<file path="src/rtl/dcache_if.sv">
// dcache_if -- bundles the CPU-side and memory-side signals of the data cache.
//
// CPU side : dcache_addr_i, dcache_wdata_i, dcache_rreq_i, dcache_wsel_i (to cache)
//            dcache_data_o, stall_o                                   (from cache)
// Mem side : mem_rreq_o, mem_raddr_o, mem_wreq_o, mem_waddr_o, mem_wdata_o (from cache)
//            mem_rdata_i, mem_rvalid_i, mem_wready_i                    (to cache)
//
// Modports: slave  = the cache itself
//           master = the environment (CPU plus memory) driving the cache
interface dcache_if;
  logic [31:0]  dcache_addr_i;
  logic [31:0]  dcache_wdata_i;
  logic         dcache_rreq_i;
  logic         dcache_wsel_i;
  logic [31:0]  dcache_data_o;
  logic         stall_o;
  logic         mem_rreq_o;
  logic [31:0]  mem_raddr_o;
  logic [127:0] mem_rdata_i;
  logic         mem_rvalid_i;
  logic         mem_wreq_o;
  logic [31:0]  mem_waddr_o;
  logic [31:0]  mem_wdata_o;
  logic         mem_wready_i;

  modport slave (
    input  dcache_addr_i, dcache_wdata_i, dcache_rreq_i, dcache_wsel_i,
           mem_rdata_i, mem_rvalid_i, mem_wready_i,
    output dcache_data_o, stall_o, mem_rreq_o, mem_raddr_o,
           mem_wreq_o, mem_waddr_o, mem_wdata_o
  );

  modport master (
    output dcache_addr_i, dcache_wdata_i, dcache_rreq_i, dcache_wsel_i,
           mem_rdata_i, mem_rvalid_i, mem_wready_i,
    input  dcache_data_o, stall_o, mem_rreq_o, mem_raddr_o,
           mem_wreq_o, mem_waddr_o, mem_wdata_o
  );
endinterface

</file>
<file path="src/rtl/dcache.sv">
// dcache -- direct-mapped, write-through, no-write-allocate, blocking data cache.
// Geometry: 16 lines x 4 words; index = addr[7:4], word = addr[3:2], tag = addr[31:8].
//
// Ports:
//   clk  - sole clock, all state changes on the rising edge
//   rst  - asynchronous active-low reset; clears valid bits, forces IDLE
//   bus  - dcache_if.slave carrying the CPU request/response and the
//          memory refill / write-through handshakes
module dcache (
  input  logic    clk,
  input  logic    rst,
  dcache_if.slave bus
);

  localparam logic [1:0] IDLE   = 2'd0;
  localparam logic [1:0] REFILL = 2'd1;
  localparam logic [1:0] WRITE  = 2'd2;

  logic [1:0]  state_q, state_d;
  logic        wrDone_q, wrDone_d;
  logic [29:0] addr_q, addr_d;
  logic [31:0] wdata_q, wdata_d;
  logic [15:0] valid_q, valid_d;
  logic [23:0] tagArray_q  [16];
  logic [31:0] dataArray_q [16][4];

  logic [3:0]  cpuIdx;
  logic [1:0]  cpuWord;
  logic [23:0] cpuTag;
  logic        cpuHit;
  logic [3:0]  opIdx;
  logic [1:0]  opWord;
  logic [23:0] opTag;
  logic        opHit;
  logic        stall;
  logic [31:0] rdata;
  logic        unusedAddrBits;

  assign cpuIdx  = bus.dcache_addr_i[7:4];
  assign cpuWord = bus.dcache_addr_i[3:2];
  assign cpuTag  = bus.dcache_addr_i[31:8];
  assign cpuHit  = valid_q[cpuIdx] && (tagArray_q[cpuIdx] == cpuTag);

  // addr_q holds the word address (addr[31:2]) of the operation in flight,
  // so memory-side addresses stay stable even if the CPU misbehaves.
  assign opIdx  = addr_q[5:2];
  assign opWord = addr_q[1:0];
  assign opTag  = addr_q[29:6];
  assign opHit  = valid_q[opIdx] && (tagArray_q[opIdx] == opTag);

  // Byte offset is irrelevant for word accesses.
  assign unusedAddrBits = ^bus.dcache_addr_i[1:0];

  always_comb begin
    state_d  = state_q;
    wrDone_d = 1'b0;
    addr_d   = addr_q;
    wdata_d  = wdata_q;
    valid_d  = valid_q;
    stall    = 1'b0;
    rdata    = 32'd0;
    unique case (state_q)
      IDLE: begin
        // The cycle right after a write retires lets the CPU drop a still-high
        // wsel without starting a second write.
        if (wrDone_q && bus.dcache_wsel_i) begin
          stall = 1'b0;
        end else if (bus.dcache_wsel_i) begin
          stall   = 1'b1;
          state_d = WRITE;
          addr_d  = bus.dcache_addr_i[31:2];
          wdata_d = bus.dcache_wdata_i;
        end else if (bus.dcache_rreq_i) begin
          if (cpuHit) begin
            rdata = dataArray_q[cpuIdx][cpuWord];
          end else begin
            stall   = 1'b1;
            state_d = REFILL;
            addr_d  = bus.dcache_addr_i[31:2];
          end
        end
      end
      REFILL: begin
        stall = 1'b1;
        if (bus.mem_rvalid_i) begin
          valid_d[opIdx] = 1'b1;
          state_d        = IDLE;
        end
      end
      WRITE: begin
        stall = 1'b1;
        if (bus.mem_wready_i) begin
          wrDone_d = 1'b1;
          state_d  = IDLE;
        end
      end
      default: state_d = IDLE;
    endcase
  end

  always_ff @(posedge clk or negedge rst) begin
    if (!rst) begin
      state_q  <= IDLE;
      wrDone_q <= 1'b0;
      addr_q   <= 30'd0;
      wdata_q  <= 32'd0;
      valid_q  <= 16'd0;
    end else begin
      state_q  <= state_d;
      wrDone_q <= wrDone_d;
      addr_q   <= addr_d;
      wdata_q  <= wdata_d;
      valid_q  <= valid_d;
    end
  end

  // Tag/data storage carries no reset; validity alone decides a hit.
  // A write updates the cached word only if the line already holds it.
  always_ff @(posedge clk) begin
    if (state_q == REFILL && bus.mem_rvalid_i) begin
      tagArray_q[opIdx] <= opTag;
      for (int w = 0; w < 4; w++) begin
        dataArray_q[opIdx][w] <= bus.mem_rdata_i[32*w +: 32];
      end
    end else if (state_q == WRITE && bus.mem_wready_i && opHit) begin
      dataArray_q[opIdx][opWord] <= wdata_q;
    end
  end

  // Combinational outputs are forced low while reset is held.
  assign bus.stall_o       = stall & rst;
  assign bus.dcache_data_o = rst ? rdata : 32'd0;
  assign bus.mem_rreq_o    = (state_q == REFILL);
  assign bus.mem_raddr_o   = (state_q == REFILL) ? {addr_q[29:2], 4'b0000} : 32'd0;
  assign bus.mem_wreq_o    = (state_q == WRITE);
  assign bus.mem_waddr_o   = (state_q == WRITE) ? {addr_q, 2'b00} : 32'd0;
  assign bus.mem_wdata_o   = (state_q == WRITE) ? wdata_q : 32'd0;

endmodule

</file>
<file path="src/flat_wrapper.sv">
// flat-port wrapper written by rule: the top's interface ports become plain ports
module dcache_flat 
  (clk, rst, bus_dcache_addr_i, bus_dcache_wdata_i, bus_dcache_rreq_i, bus_dcache_wsel_i, bus_mem_rdata_i, bus_mem_rvalid_i, bus_mem_wready_i, bus_dcache_data_o, bus_stall_o, bus_mem_rreq_o, bus_mem_raddr_o, bus_mem_wreq_o, bus_mem_waddr_o, bus_mem_wdata_o);
  dcache_if bus_i ();
  input  logic clk;
  input  logic rst;
  input wire logic [$bits(bus_i.dcache_addr_i)-1:0] bus_dcache_addr_i;
  input wire logic [$bits(bus_i.dcache_wdata_i)-1:0] bus_dcache_wdata_i;
  input wire logic [$bits(bus_i.dcache_rreq_i)-1:0] bus_dcache_rreq_i;
  input wire logic [$bits(bus_i.dcache_wsel_i)-1:0] bus_dcache_wsel_i;
  input wire logic [$bits(bus_i.mem_rdata_i)-1:0] bus_mem_rdata_i;
  input wire logic [$bits(bus_i.mem_rvalid_i)-1:0] bus_mem_rvalid_i;
  input wire logic [$bits(bus_i.mem_wready_i)-1:0] bus_mem_wready_i;
  output wire logic [$bits(bus_i.dcache_data_o)-1:0] bus_dcache_data_o;
  output wire logic [$bits(bus_i.stall_o)-1:0] bus_stall_o;
  output wire logic [$bits(bus_i.mem_rreq_o)-1:0] bus_mem_rreq_o;
  output wire logic [$bits(bus_i.mem_raddr_o)-1:0] bus_mem_raddr_o;
  output wire logic [$bits(bus_i.mem_wreq_o)-1:0] bus_mem_wreq_o;
  output wire logic [$bits(bus_i.mem_waddr_o)-1:0] bus_mem_waddr_o;
  output wire logic [$bits(bus_i.mem_wdata_o)-1:0] bus_mem_wdata_o;
  assign bus_i.dcache_addr_i = bus_dcache_addr_i;
  assign bus_i.dcache_wdata_i = bus_dcache_wdata_i;
  assign bus_i.dcache_rreq_i = bus_dcache_rreq_i;
  assign bus_i.dcache_wsel_i = bus_dcache_wsel_i;
  assign bus_i.mem_rdata_i = bus_mem_rdata_i;
  assign bus_i.mem_rvalid_i = bus_mem_rvalid_i;
  assign bus_i.mem_wready_i = bus_mem_wready_i;
  assign bus_dcache_data_o = bus_i.dcache_data_o;
  assign bus_stall_o = bus_i.stall_o;
  assign bus_mem_rreq_o = bus_i.mem_rreq_o;
  assign bus_mem_raddr_o = bus_i.mem_raddr_o;
  assign bus_mem_wreq_o = bus_i.mem_wreq_o;
  assign bus_mem_waddr_o = bus_i.mem_waddr_o;
  assign bus_mem_wdata_o = bus_i.mem_wdata_o;
  dcache u_core (.clk(clk), .rst(rst), .bus(bus_i));
endmodule
</file>
<file path="config.mk">
export PLATFORM = sky130hd
export DESIGN_NAME = dcache_flat
export DESIGN_NICKNAME = d
export VERILOG_FILES = /design/src/rtl/dcache_if.sv /design/src/rtl/dcache.sv /design/src/flat_wrapper.sv
export SDC_FILE = /design/constraint.sdc
export NUM_CORES = 2
export LEC_CHECK = 0
export BUFFER_PORTS_ARGS = -buffer_cell sky130_fd_sc_hd__buf_2
export CAP_MARGIN = 0
export CORE_ASPECT_RATIO = 0.6
export CORE_MARGIN = 5
export CORE_UTILIZATION = 45
export CTS_CLUSTER_DIAMETER = 30
export DETAILED_ROUTE_END_ITERATION = 16
export GPL_ROUTABILITY_DRIVEN = 0
export PLACE_DENSITY = 0.71
export SLEW_MARGIN = 20
export SYNTH_ARGS = -nofsm -noshare
export SYNTH_HDL_FRONTEND = slang
export SYNTH_SLANG_ARGS = --single-unit
</file>
<file path="constraint.sdc">
create_clock -name clk -period 4.9 [get_ports clk]
set_input_delay 0.49 -clock clk [delete_from_list [all_inputs] [get_ports clk]]
set_output_delay 0.49 -clock clk [all_outputs]
set_load 0.05 [all_outputs]
</file>
# Word level (Yosys, flattened, before mapping)
# Memory sizes are Yosys's and may differ from the RTL's.
# Index checks and enable logic that the tools add are counted.
# totals
mem_bits_rw	2432
input_bits	198
n_memories	2
word_cells	341
ff_bits	81
output_inout_bits	131
# classes
magnitude_cmp	6
n_bitwise	133
n_eq_ne	10
n_reduce_logical	15
n_mux	170
# memory_table
memory	depth	word_bits	rd	rd_ports_with_merged_regs	write_ports	line	rtl
u_core.dataArray_q	16	128	1	0	1	dcache.sv:25	logic [31:0] dataArray_q [16][4];
u_core.tagArray_q	16	24	2	0	1	dcache.sv:24	logic [23:0] tagArray_q [16];
# op_table
operator	n
$mux 32	12
$mux 1	141
$mux 128	1
$or 1x1->1	128
$mux 30	3
$bmux 32 s2	1
$demux 32 s2	1
$eq 24x24->1	2
$or 16x16->16	1
$mux 2	6
$lt 4x5->1 const B	2
$bmux 1 s4	2
$logic_and 1x1->1	8
$ne 2x2->1 const B	4
$ge 3x3->1 const B	2
$ne 3x3->1 const B	2
$not 2->3	2
$pmux 2 s3	1
$reduce_and 5->1	1
$demux 1 s4	1
$ge 4x1->1 const B	1
$reduce_and 4->1	1
$lt 3x1->1 const B	1
$reduce_and 3->1	1
other kinds (9)	9

# Depth between registers and ports, before layout
# logic_depth
ltp_word	10
depth_mapped	15
ltp_nobuf	9

# Worst setup path before layout
# No wires, ideal clock.
# synth_timing
path_kind	reg2reg
start	reg u_core.addr_q[2]
end	mem u_core.dataArray_q[11][0] (netlist name) (enable)
t_required_ns	4.479
setup_ns	0.421
slack_ns	0.302
arrival_ns	4.177
synth_period_minus_slack_ns	4.598
path_stages_with_launch	14
cell_sequence	dfrtp_1 buf_6 buf_6 mux4_2 mux2i_1 mux2i_1 xnor2_1 nand4_1 nor4_2 nand4_2 and2_1 buf_2 buf_6 nor2_1
# synth_via
elab_chain_cells	8
elab_cells_between_ends	10
# synth_rtl
item	line	rtl
from (decl)	dcache.sv:21	logic [29:0] addr_q, addr_d;
from (signal assigned)	dcache.sv:111	addr_q <= addr_d;
$mem_v2 16x24 / $bmux 1 s4 (equally long branches)	-	
$eq 24x24->1 / $mux 1 (equally long branches)	dcache.sv:49	assign opHit = valid_q[opIdx] && (tagArray_q[opIdx] == opTag);
$logic_and 1x1->1	dcache.sv:49	
$logic_and 1x1->1	dcache.sv:125	end else if (state_q == WRITE && bus.mem_wready_i && opHit) begin
$mux 1	dcache.sv:125	
$mux 1	dcache.sv:120	if (state_q == REFILL && bus.mem_rvalid_i) begin
$mux 128 (not written as such)	dcache.sv:126	dataArray_q[opIdx][opWord] <= wdata_q;
$or 1x1->1 (no line)	-	
to (decl)	dcache.sv:25	
# Several ways; a longest one is shown, not always the timed one. The select of a mux whose other input is x is not followed.

==> flow_results.org <==
** Detailed routing
- Routed length per placed instance :: 34.8 microns
- Vias :: 54300
- Detailed Route WL :: 300000 microns
- In the routed design, unresolved DRC markers number 0.
- DR iter-0 viols :: 7983
- Via count normalized by instance count :: between 6 and 7
- The first detailed-routing pass took 6 iterations.
- Count of antenna-violating nets left after detailed routing :: 0

** Power
- Total chip power :: 62000 uW
- In this run the power density over the cells is 498 nW/um^2.
- Summed over all cells, the static leakage comes to 0.0409 uW.
- Worst IR drop on VDD :: between 0.3 and 0.4 mV

** Die
- FP Rows :: 135
- Core Region :: around 230000 sq um
- Top Ports :: 329
- Die area :: 237000 sq um
- Initial core utilization :: 0.453
- From left edge to right edge, the die measures about 630 microns.
- Height of the chip :: about 380 microns

** STA
- Final max-slew violation count :: 0
- Share of the cycle needed by the critical path after routing :: 0.971
- At the pin with the least slew margin, the transition time is 1160 ps.
- Summed negative setup slack over all endpoints :: 0 ps
- In this run the tightest slew margin relative to its limit is 0.222.
- Setup violations remaining at the end of the flow were counted as 0.
- The clock arrives with 68.6 ps of skew.
- Final number of hold-violating endpoints :: 0
- The clock period could shrink to 4760 ps.
- Derived from the worst setup path, the maximum achievable clock frequency is 210 MHz.

** Finish
- Compared with the post-synthesis result, the final layout area differs by 21.6%.
- Number of filler instances in the final layout :: 16300
- In the layout the commonest cells are sky130_fd_sc_hd__edfxtp_1 (2432), sky130_fd_sc_hd__mux4_2 (822), sky130_fd_sc_hd__clkbuf_16 (376), sky130_fd_sc_hd__buf_2 (282), sky130_fd_sc_hd__buf_4 (154).
- The final layout contains 5493 nets.
- Most common cell after layout, fill and taps aside :: sky130_fd_sc_hd__edfxtp_1
- Share of post-route cells with drive strength above 1 :: 0.401
- Layout Cell Area excl Fill :: 125000 sq um

** Synthesis
- EDFF count, synth :: about 2400
- Synth Area per Inst :: 22.6 sq um
- In the synthesized netlist the dominant register cell turns out to be sky130_fd_sc_hd__edfxtp_1.
- Gate count after technology mapping :: around 4500
- Yosys printed 0 warnings.
- Yosys cell types :: 69
- Total standard cell area after synthesis :: 102000 sq um
- For this run, the register share of the synthesized area comes to 0.733.
- In the synthesized netlist the async set-or-reset flop fraction comes to 0.0322.
- Yosys reg bits :: 2513

** Clock tree
- TritonCTS clock tree :: yes
- Clock slew at the register clock pins of the worst setup and hold paths :: approximately 50 ps
- Number of clock sinks seen by CTS :: 2513
- Clk_lat worst skew :: 870 ps
- In this run the clock root is driven by a sky130_fd_sc_hd__clkbuf_16.
- Counting along the longest clock path gives a buffer depth of 4.
- TritonCTS Buffers :: ~370
- Clock H-tree levels :: 5

** Global route
- GRT Overall Usage :: 0.249
- The first global-routing pass estimated approximately 420000 microns of wire.
- Initial antenna violation count :: 10
- Total congestion overflow after global routing :: 0
- The via count of the first global-routing pass was 54000.
- Maximum number of pins on one net before global-route repair :: 121

** Worst setup path
- For this design, the slowest cell found on the critical path is sky130_fd_sc_hd__mux4_2.
- In this run the worst setup path terminates at bus_dcache_data_o[7].
- Element type at the critical path start :: register
- Along the worst path, the maximum fanout reaches 7.
- The critical path contains buffers and inverters numbering 4 combined.
- Critical path's top delay family :: multiplexers
- In this design, the stage delay of the slowest critical-path cell is just over 500 ps.
- Most frequent cell on the critical path :: sky130_fd_sc_hd__buf_12
- Measured in cells, the most critical reg-to-reg path has a length of 11.
- Required time reported for the critical path endpoint :: 4410 ps
- The critical path crosses 13 cells after its start point.
- The worst setup path is captured at a primary output.
- Startpoint of the worst-slack reg-to-reg timing path :: u_core.addr_q[5]
- For the worst setup path, the data arrival time is 4270 ps.
- Worst reg2reg path endpoint :: u_core.dataArray_q[15][124]
- Cell chain of the critical path :: mux4_2 > mux2i_4 > xor2_2 > nand2_2 > o32a_1 > a2111oi_2 > and4_1 > nand4_1 > buf_6 > buf_12 > nor2b_2 > buf_4 > buf_12
- Category of the critical setup timing path :: register to primary output
- Slack of the worst reg-to-reg path :: 210 ps
- Critical Path Start :: u_core.tagArray_q[11][6]

** Placement
- Detailed placement ended at an HPWL of about 180000 microns.
- Once placement finished, the instance area stood at roughly 110000 sq um.
- Number of input and output port buffers inserted :: between 300 and 400

** Worst hold path
- Hold Crit Class :: primary input to register

** Outcome
- Result of the run :: completed

** Run
- Max-capacitance violation count :: 0
-- cell families after synthesis --
logic type,share of synthesized area
AO/OA/AOI/OAI,0.00890
XOR/XNOR,0.00479
flip-flops,0.733
adder cells (fa/ha/maj),0.000489
multiplexers,0.217
AND/OR/NAND/NOR,0.0201
buffers and inverters,0.0150
other,0.0000366
-- sequential cells by signal, summed over array words and instances (netlist names) --
signal and count:
u_core.dataArray_q 2048, u_core.tagArray_q 384, u_core.wdata_q 32, u_core.addr_q 30, u_core.valid_q 16, u_core.state_q 2
u_core.wrDone_q 1
-- synthesized netlist by cell type (7+ instances only) --
library cell | count | area share
sky130_fd_sc_hd__a22o_1 | 12 | 0.0010
sky130_fd_sc_hd__nor3_1 | 8 | 0.00039
sky130_fd_sc_hd__dfrtp_1 | 81 | 0.020
sky130_fd_sc_hd__and3_1 | 10 | 0.00061
sky130_fd_sc_hd__buf_6 | 21 | 0.0023
sky130_fd_sc_hd__a22oi_1 | 35 | 0.0026
sky130_fd_sc_hd__xor2_1 | 25 | 0.0021
sky130_fd_sc_hd__and2_1 | 93 | 0.0057
sky130_fd_sc_hd__nor2_1 | 92 | 0.0034
sky130_fd_sc_hd__nor4_1 | 12 | 0.00073
sky130_fd_sc_hd__nand2b_1 | 10 | 0.00061
sky130_fd_sc_hd__buf_4 | 25 | 0.0018
sky130_fd_sc_hd__buf_2 | 141 | 0.0069
sky130_fd_sc_hd__a21oi_1 | 13 | 0.00064
sky130_fd_sc_hd__clkbuf_1 | 58 | 0.0021
sky130_fd_sc_hd__nand4_1 | 10 | 0.00061
sky130_fd_sc_hd__mux2_2 | 52 | 0.0057
sky130_fd_sc_hd__xnor2_1 | 31 | 0.0027
sky130_fd_sc_hd__nand3_1 | 16 | 0.00078
sky130_fd_sc_hd__or2_2 | 17 | 0.0010
sky130_fd_sc_hd__edfxtp_1 | 2432 | 0.71
sky130_fd_sc_hd__mux4_2 | 822 | 0.18
sky130_fd_sc_hd__mux2i_1 | 155 | 0.015
sky130_fd_sc_hd__o21ai_0 | 7 | 0.00034
sky130_fd_sc_hd__nor2b_1 | 49 | 0.0030
sky130_fd_sc_hd__buf_1 | 24 | 0.00088
sky130_fd_sc_hd__mux2_1 | 143 | 0.016
sky130_fd_sc_hd__nand2_1 | 39 | 0.0014
sky130_fd_sc_hd__nor2_2 | 8 | 0.00049
sky130_fd_sc_hd__inv_1 | 12 | 0.00044
-- power by group --
part | switching (uW) | leakage (uW) | internal, uW | total [uW]
combinational | 5780 | 0.0119 | 3380 | 9160
sequential | 1120 | 0.0228 | 24800 | 25900
clock | 10200 | 0.00610 | 16700 | 26900
total | 17100 | 0.0409 | 44900 | 62000
-- per-stage QoR --
| step | cells | util | hold slack, ps | worst slack, ps |
|---|---|---|---|---|
| global placement | 7873 | 0.491 | 464 | 241 |
| CTS | 8610 | 0.550 | 7.10 | 23.9 |
| detailed placement | 7874 | 0.491 | 474 | 221 |
| floorplan | 4536 | - | 194 | 302 |
| finish | 8620 | 0.551 | 56.4 | 142 |
| global route | 8614 | 0.551 | 34.4 | -15.4 |
-- final cells by class --
cell class              count  area, sq um  share of cell area
diodes                      8         20.0            0.000161
flip-flops and latches   2513        75100               0.603
multi-input cells        1737        26600               0.214
inverters                  14         52.6            0.000422
clock inverters           279         3200              0.0257
well taps                3014         3770              0.0303
clock buffers             399         9450              0.0759
repair buffers            656         6330              0.0509
-- routing by layer --
layer,vias up,routed length (microns),track usage
met4,2,12000,0.0896
met3,561,39100,0.0639
met5,-,10,0
met2,4129,133000,0.365
li1,21000,-,-
met1,28700,116000,0.366
-- how the worst min path moves through the flow --
stage	from	to	slack (ps)	cells past startpoint
after floorplan	rst	u_core.addr_q[0]	190	0
after global routing	bus_dcache_addr_i[21]	u_core.addr_q[19]	30	2
after detailed placement	rst	u_core.addr_q[16]	470	1
after CTS	bus_dcache_wsel_i	u_core.state_q[1]	7	3
final	bus_dcache_addr_i[21]	u_core.addr_q[19]	60	2
after global placement	u_core.valid_q[11]	u_core.valid_q[11]	460	1
-- timing repair --
item	in CTS	in global routing
hold endpoints to repair	94	0
cloned	0	3
hold buffers	57	0
endpoints found under the setup margin	31	31
pin swaps	1	5
buffers inserted	1	0
resized for setup	9	49
No activity file was read; power rests on OpenSTA's default activity.
